File: src/rtl/spi_clkgen.sv
// spi_clkgen: SPI master clock and chip-select sequencer.
//
// A frame runs through IDLE -> SETUP -> XFER -> HOLD -> GAP -> IDLE. The
// frame settings are captured on an accepted start, so later input changes
// do not disturb the frame in progress. All outputs are registered.
//
// Ports:
//   clk, rst          system clock, asynchronous active-high reset
//   start             one-cycle frame request (accepted only in IDLE)
//   abort             ends any frame in progress on the next cycle
//   cs_sel            chip select to assert for the frame
//   cpol, cpha        SPI mode bits
//   div               SCK half-period = div+1 clk cycles
//   nbits             bits per frame (0 means 1)
//   csn_setup/hold/gap  phase lengths, value+1 clk cycles each
//   sck               serial clock
//   csn               active-low chip selects
//   busy              high while a frame is running
//   done              one-cycle pulse when a frame completes normally
//   sample_en         high in the cycle a sampling edge appears on sck
//   shift_en          high in the cycle a shifting edge appears on sck
module spi_clkgen #(
  parameter int NUM_CS = 4,
  parameter int DIV_W  = 8,
  parameter int CNT_W  = 6,
  parameter int DLY_W  = 4,
  localparam int CS_W  = (NUM_CS > 1) ? $clog2(NUM_CS) : 1
) (
  input  logic              clk,
  input  logic              rst,
  input  logic              start,
  input  logic              abort,
  input  logic [CS_W-1:0]   cs_sel,
  input  logic              cpol,
  input  logic              cpha,
  input  logic [DIV_W-1:0]  div,
  input  logic [CNT_W-1:0]  nbits,
  input  logic [DLY_W-1:0]  csn_setup,
  input  logic [DLY_W-1:0]  csn_hold,
  input  logic [DLY_W-1:0]  csn_gap,
  output logic              sck,
  output logic [NUM_CS-1:0] csn,
  output logic              busy,
  output logic              done,
  output logic              sample_en,
  output logic              shift_en
);

  typedef enum logic [2:0] {IDLE, SETUP, XFER, HOLD, GAP} state_t;

  localparam logic [CS_W:0] NUM_CS_V = (CS_W + 1)'(NUM_CS);

  state_t             state, state_n;
  logic [DIV_W:0]     hcnt, hcnt_n;
  logic [CNT_W:0]     ecnt, ecnt_n;
  logic [DLY_W-1:0]   pcnt, pcnt_n;

  logic [CS_W-1:0]    cs_l;
  logic               cpol_l, cpha_l;
  logic [DIV_W-1:0]   div_l;
  logic [CNT_W-1:0]   nbits_l;
  logic [DLY_W-1:0]   setup_l, hold_l, gap_l;

  logic               sck_n, busy_n, done_n, sample_n, shift_n;
  logic [NUM_CS-1:0]  csn_n;

  logic               start_ok;
  logic [DIV_W:0]     half_len;
  logic [CNT_W-1:0]   n_eff;
  logic [CNT_W:0]     two_n;
  logic [CNT_W:0]     edge_k;
  logic [NUM_CS-1:0]  csn_frame;

  // Derived frame quantities. half_len is one bit wider than div so that
  // div = all ones still yields a full 2^DIV_W half-period.
  always_comb begin
    start_ok  = start && !abort && ({1'b0, cs_sel} < NUM_CS_V);
    half_len  = {1'b0, div_l} + 1'b1;
    n_eff     = (nbits_l == '0) ? CNT_W'(1) : nbits_l;
    two_n     = {n_eff, 1'b0};
    edge_k    = ecnt + 1'b1;
    csn_frame = '1;
    csn_frame[cs_l] = 1'b0;
  end

  // Next-state and next-output logic. Outputs are computed here as the value
  // they must show in the following cycle, so each strobe registers together
  // with the sck level it belongs to.
  always_comb begin
    state_n  = state;
    hcnt_n   = hcnt;
    ecnt_n   = ecnt;
    pcnt_n   = pcnt;
    sck_n    = sck;
    csn_n    = csn;
    busy_n   = busy;
    done_n   = 1'b0;
    sample_n = 1'b0;
    shift_n  = 1'b0;

    if (state != IDLE && abort) begin
      state_n = IDLE;
      sck_n   = cpol_l;
      csn_n   = '1;
      busy_n  = 1'b0;
    end else begin
      unique case (state)
        IDLE: begin
          sck_n  = cpol;
          csn_n  = '1;
          busy_n = 1'b0;
          if (start_ok) begin
            state_n        = SETUP;
            pcnt_n         = '0;
            csn_n[cs_sel]  = 1'b0;
            busy_n         = 1'b1;
          end
        end

        SETUP: begin
          sck_n = cpol_l;
          if (pcnt == setup_l) begin
            state_n = XFER;
            hcnt_n  = (DIV_W + 1)'(1);
            ecnt_n  = '0;
          end else begin
            pcnt_n = pcnt + 1'b1;
          end
        end

        // Each half-period ends with an sck toggle; edge_k numbers the toggle
        // about to appear. The last toggle returns sck to cpol and coincides
        // with the first HOLD cycle.
        XFER: begin
          if (hcnt == half_len) begin
            sck_n  = ~sck;
            hcnt_n = (DIV_W + 1)'(1);
            ecnt_n = edge_k;
            if (cpha_l) begin
              shift_n  = edge_k[0];
              sample_n = ~edge_k[0];
            end else begin
              sample_n = edge_k[0];
              shift_n  = ~edge_k[0] && (edge_k != two_n);
            end
            if (edge_k == two_n) begin
              state_n = HOLD;
              pcnt_n  = '0;
            end
          end else begin
            hcnt_n = hcnt + 1'b1;
          end
        end

        HOLD: begin
          if (pcnt == hold_l) begin
            state_n = GAP;
            pcnt_n  = '0;
            csn_n   = '1;
          end else begin
            pcnt_n = pcnt + 1'b1;
          end
        end

        GAP: begin
          if (pcnt == gap_l) begin
            state_n = IDLE;
            busy_n  = 1'b0;
            done_n  = 1'b1;
          end else begin
            pcnt_n = pcnt + 1'b1;
          end
        end

        default: begin
          state_n = IDLE;
          sck_n   = cpol_l;
          csn_n   = '1;
          busy_n  = 1'b0;
        end
      endcase
    end

    if (state == SETUP || state == XFER || state == HOLD) begin
      if (state_n != IDLE && !(state == HOLD && state_n == GAP)) begin
        csn_n = csn_frame;
      end
    end
  end

  // State, counters, outputs and captured frame settings.
  always_ff @(posedge clk or posedge rst) begin
    if (rst) begin
      state     <= IDLE;
      hcnt      <= '0;
      ecnt      <= '0;
      pcnt      <= '0;
      sck       <= 1'b0;
      csn       <= '1;
      busy      <= 1'b0;
      done      <= 1'b0;
      sample_en <= 1'b0;
      shift_en  <= 1'b0;
      cs_l      <= '0;
      cpol_l    <= 1'b0;
      cpha_l    <= 1'b0;
      div_l     <= '0;
      nbits_l   <= '0;
      setup_l   <= '0;
      hold_l    <= '0;
      gap_l     <= '0;
    end else begin
      state     <= state_n;
      hcnt      <= hcnt_n;
      ecnt      <= ecnt_n;
      pcnt      <= pcnt_n;
      sck       <= sck_n;
      csn       <= csn_n;
      busy      <= busy_n;
      done      <= done_n;
      sample_en <= sample_n;
      shift_en  <= shift_n;
      if (state == IDLE && start_ok) begin
        cs_l    <= cs_sel;
        cpol_l  <= cpol;
        cpha_l  <= cpha;
        div_l   <= div;
        nbits_l <= nbits;
        setup_l <= csn_setup;
        hold_l  <= csn_hold;
        gap_l   <= csn_gap;
      end
    end
  end

endmodule

File: config.mk
export PLATFORM = sky130hd
export DESIGN_NAME = spi_clkgen
export DESIGN_NICKNAME = d
export VERILOG_FILES = /design/src/rtl/spi_clkgen.sv
export SDC_FILE = /design/constraint.sdc
export NUM_CORES = 1
export LEC_CHECK = 0
export ABC_AREA = 1
export BUFFER_PORTS_ARGS = -buffer_cell sky130_fd_sc_hd__buf_2
export CAP_MARGIN = 20
export CORE_ASPECT_RATIO = 1.4
export CORE_MARGIN = 3
export CORE_UTILIZATION = 40
export DETAILED_ROUTE_END_ITERATION = 10
export PLACE_DENSITY_LB_ADDON = 0.25
export REMOVE_ABC_BUFFERS = 1
export SYNTH_ARGS = -nofsm -noshare
export SYNTH_HDL_FRONTEND = slang
export SYNTH_SLANG_ARGS = --single-unit
File: constraint.sdc
create_clock -name clk -period 3.4 [get_ports clk]
set_input_delay 0.51 -clock clk [delete_from_list [all_inputs] [get_ports clk]]
set_output_delay 0.51 -clock clk [all_outputs]
set_load 0.1 [all_outputs]
==> run metrics <==
Slew @ Worst Pin=0.626 ns; MaxCap Viol Count=0; Routed wire per std cell=12.6 um; half-perimeter wire length after placement=5820 um; Initial Utilization=41.4%; Worst Reg-to-Reg Cells=15; register area=0.00156 mm^2; DIE AREA=0.0102 mm^2; Tcrit/Tclk final=67.3%; area leader, netlist=dfrtp_1; hold slack final=0.153 ns; Cell Area, Placed=0.00390 mm^2; Synth top area share=40.4%; switching share of power=41.8%; CP required=3.61 ns; Syn Area/Cell=7.96 um^2; diode count=0; xor and xnor area share after synthesis=5.13%; FF-to-FF End=ecnt[0]; drc violations=0; share of total power in the clock network=24.5%; first-pass GRT wire length=13300 um; Distinct cells, synth=38; final wirelength=7660 um; Static Leak=2.03 nW; CTS Hold Bufs=0; Worst IR Drop VDD=495 uV; fin. max-slew vios=0; Netlist Area Pre-Place=0.00359 mm^2; Hold Crit Class=input pin to async pin; total gr overflow=0; number of global-route vias before repair=2960; total track usage=16.7%; worst-path maximum fanout=13; Resized cells post-CTS=0; Final Skew=0.00646 ns; Logic pwr share=41.0%; core area=0.00866 mm^2; largest buffer count on any clock path=2; number of synthesized flops with an enable pin=0; I/O Pins=43; post-synthesis mux area share=5.33%; Pwr Density=823 mW/mm^2; drt first pass iters=4; Worst Setup Slack, final=1.11 ns; post-route insts no fill=606; multi-input logic area=0.00174 mm^2; Worst-Skew Late Latency=0.33 ns; htree depth=3; RSZ-0062 raised after global routing=no; via count=2988; setup bufs post-CTS=0; clock period minus worst slack=2.29 ns; clock sink count=62; Worst setup startpoint=div_l[0]; Design Area, Final=0.00418 mm^2; worst setup path class=register to register; vias per inst=4.93; setup violators final=0; Yosys reg bits=62; Crit. End Element=register; dpl ws=1.12 ns; NumNets Final=535; Synth top cells by count=108 x nand2_1, 58 x dfrtp_1, 51 x inv_1; Synth Instances=451; flop2flop setup slack=1.11 ns; initial antenna violation count=0; port bufs=42; Post-Synth Adder-Cell Area=1.39%; top cells by area, synth=dfrtp_1 40%, nand2_1 11%, inv_1 5.3%; RR Startpoint=div_l[0]; sequential fraction of design power=34.5%; setup TNS=0 ns; DIE HEIGHT=118 um; Area growth syn-to-layout=16.4%; Die Width=86.1 um; crit path capture=ecnt[0]; compound-gate portion of the synthesized area=8.30%; layout cells sized above 1=24.2%; CTS tree=yes; most numerous cell in the Yosys netlist=nand2_1; DRT iter0 DRCs=110; Switch Pwr=1.44 mW; FFs w/ async S/R, synth=100%; Cell Int Power=2.00 mW; largest family of logic cells by synthesized area=simple AND/OR/NAND/NOR gates; Slew HR=58.1%; outcome=finished clean; Fillers=870; Max Clk Rate=0.437 GHz; worst endpoint data arrival time=2.50 ns; num rows=40; final RePlAce weighted congestion=0.855; final hold vios=0; yosys warns=0; ys flop type=dfrtp_1; startpoint types=register; Routed Antenna Nets=0; placed insts=591; clk root buf=clkbuf_16; clock buffer count from CTS=9; largest net degree at the start of global routing=45; simple-gate share of the synthesized area=28.4%; CTS clk-pin slew, worst paths=0.05 ns; sequential area share after synthesis=43.4%
power groups by stage:
stage                     logic, mW  registers (mW)  clock network, mW
after floorplan               0.951            1.36                  0
after global placement         1.38            1.19                  0
after detailed placement       1.41            1.20                  0
after CTS                      1.42            1.19              0.866
after global routing           1.58            1.23              0.904
final                          1.41            1.18              0.842
per-layer routing:
| metal | track usage (%) | part of all wire, % | up-vias |
|---|---|---|---|
| met5 | 0 | 0 | - |
| met3 | 3.22 | 2.8 | 21 |
| met2 | 27.9 | 53 | 43 |
| li1 | - | - | 1536 |
| met4 | 10.8 | 3.6 | 0 |
| met1 | 19.1 | 41 | 1388 |
per-stage QoR:
stage / utilization (%) / power [mW]
final: 48.2 / 3.43
after global routing: 48.2 / 3.71
after CTS: 48.2 / 3.47
after detailed placement: 45.0 / 2.61
after global placement: 45.0 / 2.58
after floorplan: - / 2.31
layout by cell type, fill, tap and decap left out, types with 2 or more instances in the layout:
cell,n
nand3_1,31
nand4_1,7
nand3_4,2
nor2_2,6
clkinv_2,3
a21oi_1,15
nor2_1,44
o21ai_0,17
inv_2,14
o21ai_1,9
clkbuf_8,2
xor2_1,12
a21oi_2,2
dfrtp_1,58
nor3_2,3
mux2_2,17
ha_1,4
nor3_1,5
dfstp_2,4
nor2_4,2
inv_1,50
o22ai_1,5
nand3_2,3
xnor2_1,9
nand2_2,5
buf_2,42
nand2_1,108
buf_4,2
clkbuf_16,9
worst max-delay path, cell delays in order, from the launching register on:
cell     delay (ns)
dfrtp_1        0.40
ha_1           0.32
inv_1          0.06
nand2_1        0.05
nand2_1        0.05
nand2_1        0.05
nor2_1         0.09
nand2_1        0.05
nor2_1         0.11
nand3_2        0.13
nand2_2        0.14
inv_2          0.06
nor2_2         0.40
inv_1          0.11
nand2_1        0.08
o21ai_1        0.06
worst min path at each step:
stage                     startpoint    endpoint  slack (ns)  cells after the start
after detailed placement        busy        busy        0.50                      2
after global placement          busy        busy        0.49                      2
final                            rst  nbits_l[3]        0.15                      2
after floorplan               cpol_l      cpol_l        0.48                      1
after CTS                        rst  setup_l[0]        0.15                      2
after global routing             rst  setup_l[0]        0.17                      2
state kept, by name, summed over array words and instances (netlist names), 2 cells and up:
register,cells
cs_l,2
csn,4
div_l,8
ecnt,7
gap_l,4
hcnt,9
hold_l,4
nbits_l,6
pcnt,4
setup_l,4
state,3
logic make-up after synthesis:
| family | after synthesis |
|---|---|
| flip-flops | 62 |
| adder cells (fa/ha/maj) | 4 |
| AND/OR/NAND/NOR | 221 |
| XOR/XNOR | 21 |
| AO/OA/AOI/OAI | 52 |
| buffers and inverters | 74 |
| multiplexers | 17 |
layout make-up:
class / count / share of cell area (%)
Multi-Input combinational cell: 315 / 41.7
Sequential cell: 62 / 37.3
Clock buffer: 11 / 6.05
Inverter: 65 / 5.84
Timing Repair Buffer: 44 / 5.39
Tap cell: 105 / 3.15
Clock inverter: 4 / 0.539
(Power assumes the default switching activity.)
